===== src/rtl/pipe_hazard_ctrl_if.sv =====
// Hazard-controller bundle: pipeline-side hazard inputs and the stall/wash strobes back to the pipeline.
// The pipeline is the master and the controller is the slave.
interface pipe_hazard_ctrl_if;
    logic [4:0] id_rs_addr;
    logic [4:0] id_rt_addr;
    logic       id_uses_rs;
    logic       id_uses_rt;
    logic       id_uses_hilo;
    logic       ex_memrd;
    logic [4:0] ex_regdst_addr;
    logic       md_start;
    logic       mem_req;
    logic       mem_ack;
    logic       exc_req;
    logic       pa_pcifid;
    logic       pa_idexmemwr;
    logic       wash_ifid_o;
    logic       wash_idex_o;
    logic       wash_exmem_o;
    logic       wash_memwr_o;
    logic       md_busy;
    logic       bus_err;
    logic [1:0] ctrl_state;

    modport master (
        output id_rs_addr, id_rt_addr, id_uses_rs, id_uses_rt, id_uses_hilo,
               ex_memrd, ex_regdst_addr, md_start, mem_req, mem_ack, exc_req,
        input  pa_pcifid, pa_idexmemwr, wash_ifid_o, wash_idex_o, wash_exmem_o,
               wash_memwr_o, md_busy, bus_err, ctrl_state
    );

    modport slave (
        input  id_rs_addr, id_rt_addr, id_uses_rs, id_uses_rt, id_uses_hilo,
               ex_memrd, ex_regdst_addr, md_start, mem_req, mem_ack, exc_req,
        output pa_pcifid, pa_idexmemwr, wash_ifid_o, wash_idex_o, wash_exmem_o,
               wash_memwr_o, md_busy, bus_err, ctrl_state
    );
endinterface


===== src/rtl/pipe_hazard_ctrl.sv =====
// Stall/flush sequencer for the 5-stage MIPS pipeline: load-use and HI/LO bubbles,
// data-memory wait with timeout, and exception flushes. Strobes are combinational.
module pipe_hazard_ctrl #(
    parameter int MD_LAT      = 32,
    parameter int MEM_TIMEOUT = 255
) (
    input  logic              clk,
    input  logic              reset_n,
    pipe_hazard_ctrl_if.slave hz
);
    localparam int         MD_W   = $clog2(MD_LAT + 1);
    localparam logic [7:0] TMO    = 8'(MEM_TIMEOUT);
    localparam logic [MD_W-1:0] MD_LOAD = MD_W'(MD_LAT);

    typedef enum logic [1:0] {
        RUN     = 2'd0,
        MEMWAIT = 2'd1,
        FLUSH   = 2'd2
    } state_e;

    state_e          state_q, state_d;
    logic [7:0]      wait_q, wait_d;
    logic [MD_W-1:0] md_q, md_d;
    logic            bus_err_q, bus_err_d;

    logic load_use, hilo_hz, timeout, kill, mem_stall;

    assign load_use = hz.ex_memrd && (hz.ex_regdst_addr != 5'd0) &&
                      ((hz.id_uses_rs && (hz.id_rs_addr == hz.ex_regdst_addr)) ||
                       (hz.id_uses_rt && (hz.id_rt_addr == hz.ex_regdst_addr)));
    assign hilo_hz  = hz.id_uses_hilo && (md_q != '0);
    assign timeout  = (state_q == MEMWAIT) && (wait_q == TMO) && !hz.mem_ack;
    // FLUSH swallows any exception request; the wrong path is already being discarded.
    assign kill      = (state_q != FLUSH) && (hz.exc_req || timeout);
    assign mem_stall = !kill && !hz.mem_ack &&
                       (((state_q == RUN) && hz.mem_req) || (state_q == MEMWAIT));

    always_ff @(posedge clk) begin
        if (!reset_n) begin
            state_q   <= RUN;
            wait_q    <= '0;
            md_q      <= '0;
            bus_err_q <= 1'b0;
        end else begin
            state_q   <= state_d;
            wait_q    <= wait_d;
            md_q      <= md_d;
            bus_err_q <= bus_err_d;
        end
    end

    always_comb begin
        state_d   = state_q;
        wait_d    = wait_q;
        bus_err_d = 1'b0;
        unique case (state_q)
            RUN: begin
                if (kill) begin
                    state_d = FLUSH;
                    wait_d  = '0;
                end else if (mem_stall) begin
                    state_d = MEMWAIT;
                    wait_d  = 8'd1;
                end
            end
            MEMWAIT: begin
                if (kill) begin
                    state_d   = FLUSH;
                    wait_d    = '0;
                    bus_err_d = timeout && !hz.exc_req;
                end else if (hz.mem_ack) begin
                    state_d = RUN;
                    wait_d  = '0;
                end else begin
                    wait_d = wait_q + 8'd1;
                end
            end
            default: begin
                state_d = RUN;
                wait_d  = '0;
            end
        endcase

        // A mult/div only issues if its EX instruction actually advances and survives.
        if (hz.md_start && !hz.pa_idexmemwr && !hz.wash_exmem_o) begin
            md_d = MD_LOAD;
        end else if (md_q != '0) begin
            md_d = md_q - 1'b1;
        end else begin
            md_d = '0;
        end
    end

    always_comb begin
        hz.pa_pcifid    = 1'b0;
        hz.pa_idexmemwr = 1'b0;
        hz.wash_ifid_o  = 1'b0;
        hz.wash_idex_o  = 1'b0;
        hz.wash_exmem_o = 1'b0;
        hz.wash_memwr_o = 1'b0;
        if (!reset_n) begin
            hz.wash_ifid_o  = 1'b1;
            hz.wash_idex_o  = 1'b1;
            hz.wash_exmem_o = 1'b1;
            hz.wash_memwr_o = 1'b1;
        end else if (state_q == FLUSH) begin
            hz.wash_ifid_o = 1'b1;
        end else if (kill) begin
            hz.wash_ifid_o  = 1'b1;
            hz.wash_idex_o  = 1'b1;
            hz.wash_exmem_o = 1'b1;
        end else if (mem_stall) begin
            hz.pa_pcifid    = 1'b1;
            hz.pa_idexmemwr = 1'b1;
            hz.wash_memwr_o = 1'b1;
        end else if ((state_q == RUN) && (load_use || hilo_hz)) begin
            hz.pa_pcifid   = 1'b1;
            hz.wash_idex_o = 1'b1;
        end
    end

    assign hz.md_busy    = (md_q != '0);
    assign hz.bus_err    = bus_err_q;
    assign hz.ctrl_state = state_q;
endmodule


===== src/flat_wrapper.sv =====
// flat-port wrapper written by rule: the top's interface ports become plain ports
module pipe_hazard_ctrl_flat 
#(
    parameter int MD_LAT      = 32,
    parameter int MEM_TIMEOUT = 255
)
  (clk, reset_n, hz_id_rs_addr, hz_id_rt_addr, hz_id_uses_rs, hz_id_uses_rt, hz_id_uses_hilo, hz_ex_memrd, hz_ex_regdst_addr, hz_md_start, hz_mem_req, hz_mem_ack, hz_exc_req, hz_pa_pcifid, hz_pa_idexmemwr, hz_wash_ifid_o, hz_wash_idex_o, hz_wash_exmem_o, hz_wash_memwr_o, hz_md_busy, hz_bus_err, hz_ctrl_state);
  pipe_hazard_ctrl_if hz_i ();
  input  logic clk;
  input  logic reset_n;
  input wire logic [$bits(hz_i.id_rs_addr)-1:0] hz_id_rs_addr;
  input wire logic [$bits(hz_i.id_rt_addr)-1:0] hz_id_rt_addr;
  input wire logic [$bits(hz_i.id_uses_rs)-1:0] hz_id_uses_rs;
  input wire logic [$bits(hz_i.id_uses_rt)-1:0] hz_id_uses_rt;
  input wire logic [$bits(hz_i.id_uses_hilo)-1:0] hz_id_uses_hilo;
  input wire logic [$bits(hz_i.ex_memrd)-1:0] hz_ex_memrd;
  input wire logic [$bits(hz_i.ex_regdst_addr)-1:0] hz_ex_regdst_addr;
  input wire logic [$bits(hz_i.md_start)-1:0] hz_md_start;
  input wire logic [$bits(hz_i.mem_req)-1:0] hz_mem_req;
  input wire logic [$bits(hz_i.mem_ack)-1:0] hz_mem_ack;
  input wire logic [$bits(hz_i.exc_req)-1:0] hz_exc_req;
  output wire logic [$bits(hz_i.pa_pcifid)-1:0] hz_pa_pcifid;
  output wire logic [$bits(hz_i.pa_idexmemwr)-1:0] hz_pa_idexmemwr;
  output wire logic [$bits(hz_i.wash_ifid_o)-1:0] hz_wash_ifid_o;
  output wire logic [$bits(hz_i.wash_idex_o)-1:0] hz_wash_idex_o;
  output wire logic [$bits(hz_i.wash_exmem_o)-1:0] hz_wash_exmem_o;
  output wire logic [$bits(hz_i.wash_memwr_o)-1:0] hz_wash_memwr_o;
  output wire logic [$bits(hz_i.md_busy)-1:0] hz_md_busy;
  output wire logic [$bits(hz_i.bus_err)-1:0] hz_bus_err;
  output wire logic [$bits(hz_i.ctrl_state)-1:0] hz_ctrl_state;
  assign hz_i.id_rs_addr = hz_id_rs_addr;
  assign hz_i.id_rt_addr = hz_id_rt_addr;
  assign hz_i.id_uses_rs = hz_id_uses_rs;
  assign hz_i.id_uses_rt = hz_id_uses_rt;
  assign hz_i.id_uses_hilo = hz_id_uses_hilo;
  assign hz_i.ex_memrd = hz_ex_memrd;
  assign hz_i.ex_regdst_addr = hz_ex_regdst_addr;
  assign hz_i.md_start = hz_md_start;
  assign hz_i.mem_req = hz_mem_req;
  assign hz_i.mem_ack = hz_mem_ack;
  assign hz_i.exc_req = hz_exc_req;
  assign hz_pa_pcifid = hz_i.pa_pcifid;
  assign hz_pa_idexmemwr = hz_i.pa_idexmemwr;
  assign hz_wash_ifid_o = hz_i.wash_ifid_o;
  assign hz_wash_idex_o = hz_i.wash_idex_o;
  assign hz_wash_exmem_o = hz_i.wash_exmem_o;
  assign hz_wash_memwr_o = hz_i.wash_memwr_o;
  assign hz_md_busy = hz_i.md_busy;
  assign hz_bus_err = hz_i.bus_err;
  assign hz_ctrl_state = hz_i.ctrl_state;
  pipe_hazard_ctrl #(.MD_LAT(MD_LAT), .MEM_TIMEOUT(MEM_TIMEOUT)) u_core (.clk(clk), .reset_n(reset_n), .hz(hz_i));
endmodule

===== config.mk =====
export PLATFORM = sky130hd
export DESIGN_NAME = pipe_hazard_ctrl_flat
export DESIGN_NICKNAME = d
export VERILOG_FILES = /design/src/rtl/pipe_hazard_ctrl_if.sv /design/src/rtl/pipe_hazard_ctrl.sv /design/src/flat_wrapper.sv
export SDC_FILE = /design/constraint.sdc
export NUM_CORES = 1
export LEC_CHECK = 0
export CAP_MARGIN = 10
export CORE_ASPECT_RATIO = 0.7
export CORE_MARGIN = 1
export CORE_UTILIZATION = 30
export CTS_BUF_LIST = sky130_fd_sc_hd__clkbuf_8
export DETAILED_ROUTE_END_ITERATION = 6
export PLACE_DENSITY = 0.6
export SLEW_MARGIN = 40
export SYNTH_ARGS = -nofsm -noshare
export SYNTH_HDL_FRONTEND = slang
export SYNTH_SLANG_ARGS = --single-unit

===== constraint.sdc =====
create_clock -name clk -period 2.1 [get_ports clk]
set_input_delay 0.42 -clock clk [delete_from_list [all_inputs] [get_ports clk]]
set_output_delay 0.42 -clock clk [all_outputs]
set_load 0.02 [all_outputs]

==> metrics.csv <==
stage,metric,value,unit
routing,First DRT Iteration DRCs,47,
logic_synthesis,post-synthesis instance total,117,
global_routing,largest net degree at the start of global routing,10,
sta,Hold Fails Final Rpt,0,
routing,drt wl/cell,13.1,um
finish,"most common cell after layout, fill and taps aside",buf_4,
logic_synthesis,Synthesis Warnings,0,
place,Placed Cells,219,
setup_path,CP Capture Type,primary output,
routing,WL met3,86,um
clocking,Bufs on Longest Clock Path,2,
power,PwrDens,688,mW/mm2
routing,routed length on met1,1.38,mm
sta,Final Max Slew Viols,0,
floorplanning,Starting Density,31.6,%
sta,highest clock rate,0.467,GHz
setup_path,crit path buf inv count,3,
logic_synthesis,"area leader, netlist",dfxtp_1,
routing,DRT antenna net count,0,
power,total power,1.20,mW
logic_synthesis,"Cell Area, Synth",0.00100,mm2
sta,worst slew pin tran,0.282,ns
logic_synthesis,"FF+latch count, synth",17,
worst_hold_path,Hold Path Class,flop to flop,
logic_synthesis,"FFs w/ async S/R, synth",0,%
logic_synthesis,register area share after synthesis,34.0,%
logic_synthesis,syn_nets,145,
clocking,CTS tree,built,
routing,drt total wl,2.97,mm
routing,WL met2,1.48,mm
clocking,CTS Root Cell,clkbuf_8,
logic_synthesis,"EDFF count, synth",0,
floorplanning,row cnt,17,
power,leakage,0.762,nW
finish,share of layout cells above drive strength 1,41.8,%
finish,most frequent cells in the layout,"39 x buf_4, 16 x nor2_1, 15 x dfxtp_1",
routing,vias,1076,
floorplanning,Placeable Area,0.00317,mm2
global_routing,grt total ovfl,0,
sta,Final min period,2.14,ns
finish,ANT cells,0,
floorplanning,Die H,50.3,um
setup_path,"delay-heaviest family, CP",buffers and inverters,
sta,setup TNS,-0.0406,ns
logic_synthesis,Post-synth top flop,dfxtp_1,
finish,fin nets,218,
setup_path,CP Launch Type,primary input,
place,Detail Placement HPWL,2.26,mm
setup_path,CP Data Arrival Time,1.72,ns
power,VDD IR max,525,uV
place,RePlAce Congestion,0.795,
clocking,clk slew on worst S/H paths,0.06,ns
sta,Setup-failing EPs final,1,
place,pre-CTS WS,-0.806,ns
status,failing checks,setup timing,
clocking,Num CTS Buffers,3,
sta,Max transition margin,81.1,%
global_routing,vias in the first global route,1086,
finish,Non-Filler Instances,227,
setup_path,slowest CP cell,clkdlybuf4s50_1,
global_routing,global-route wire length before repair,4.92,mm
setup_path,"Cell Chain, Critical Path","clkdlybuf4s50_1, a41oi_4, nor3b_4, inv_1, o41ai_2, buf_2",
logic_synthesis,syn avg cell area,8.56,um2
routing,via/cell ratio,4.74,
setup_path,crit path kind,primary input to primary output,
clocking,clk_lat worst skew,0.25,ns
setup_path,delay of the slowest critical-path stage,0.49,ns
job,maxcap violations,0,
routing,DRT Pass-1 Iters,6,
logic_synthesis,library cells used by synthesis,30,
finish,Final Core Density,54.9,%
logic_synthesis,largest cells by area after synthesis,"dfxtp_1 34%, xnor2_1 12%, nor2_1 6.4%",
sta,Layout Skew,0.00464,ns
sta,Final period util,102,%
sta,RSZ-0062 raised after global routing,yes,
floorplanning,die width,71.0,um
clocking,# H-tree levels,1,
floorplanning,I/O Pins,35,
sta,setup slack after layout,-0.0406,ns
routing,DR top layer,met4,
global_routing,All-Layer GR Usage,18.1,%
floorplanning,die area,0.00358,mm2
logic_synthesis,Yosys top cell area share,34.0,%
finish,Area Overhead vs Synth,73.9,%
place,IO Port Bufs,34,
setup_path,CP max FO,3,
routing,DRC violations left,0,
global_routing,initial antenna violation count,0,
setup_path,"Req. time, crit path",1.68,ns
clocking,clock sink count,17,
status,status,"complete, but fails checks",
-- metrics by stage --
stage	instance area, um2	hold slack (ns)
5_1_grt	1740	0.542
3_3_place_gp	1630	0.495
2_1_floorplan	1020	0.414
6_report	1740	0.505
3_5_place_dp	1630	0.497
4_1_cts	1690	0.507
-- synthesized netlist by cell type (all sizes together), types with 3 or more instances --
cell,number
dfxtp,17
nor2,17
xnor2,14
nand2,8
nand4,8
nand3,7
xor2,6
nor3,4
nor3b,4
ha,3
inv,3
mux2i,3
nand2b,3
o21ai,3
-- report_power, final --
part	internal (mW)	total [mW]	switching, mW
registers	0.368	0.395	0.0266
clock network	0.130	0.239	0.109
logic	0.308	0.563	0.255
-- cell families after synthesis --
kind of cell | count (synthesis) | share of synthesized area (%)
flip-flops | 17 | 34.0
adder cells (fa/ha/maj) | 3 | 3.75
XOR/XNOR | 20 | 17.5
multiplexers | 3 | 3.00
buffers and inverters | 6 | 3.75
AO/OA/AOI/OAI | 8 | 5.50
AND/OR/NAND/NOR | 60 | 32.5
-- flip-flops by register name, summed over array words and instances, names as in the netlist --
name                  count
u_core.hz.ctrl_state      2
u_core.md_q               6
u_core.hz.bus_err         1
u_core.wait_q             8
-- worst paths after layout --
check	depth (start not counted)	to	startpoint	slack, ns
setup reg to reg	5	u_core.wait_q[7]	u_core.hz.ctrl_state[1]	0.51
setup / recovery	6	hz_pa_pcifid	hz_exc_req	-0.04
hold / removal	2	u_core.md_q[0]	u_core.md_q[0]	0.50
hold reg to reg	2	u_core.md_q[0]	u_core.md_q[0]	0.50
-- worst register-to-register path: cells and delay by family, from the launching register on --
family,cells,cell delay [ns]
DFF,1,0.33
xor gates and xnor gates,1,0.14
buffers and inverters,1,0.17
and+or+nand+nor,3,0.82
-- what timing repair did --
item | CTS | global route
endpoints found under the setup margin | 7 | 5
setup buffers | 3 | 1
hold buffers | 0 | 0
resized for setup | 58 | 48
pin swaps | 21 | 18
-- per-layer routing --
layer / up-vias / track usage [%]
met5: - / 0
met4: 0 / 4.67
met3: 6 / 4.82
met2: 13 / 32.2
met1: 507 / 21.7
li1: 550 / -
-- final cells by class --
| class | instances | area, um2 |
|---|---|---|
| clock buffer | 3 | 41.3 |
| clock inverter | 1 | 3.75 |
| fill | 288 | 1430 |
| inverter | 3 | 11.3 |
| multi-input combinational | 94 | 734 |
| sequential | 17 | 343 |
| tap | 38 | 47.5 |
| timing repair buffer | 71 | 559 |
No activity file was read; power rests on OpenSTA's default activity.
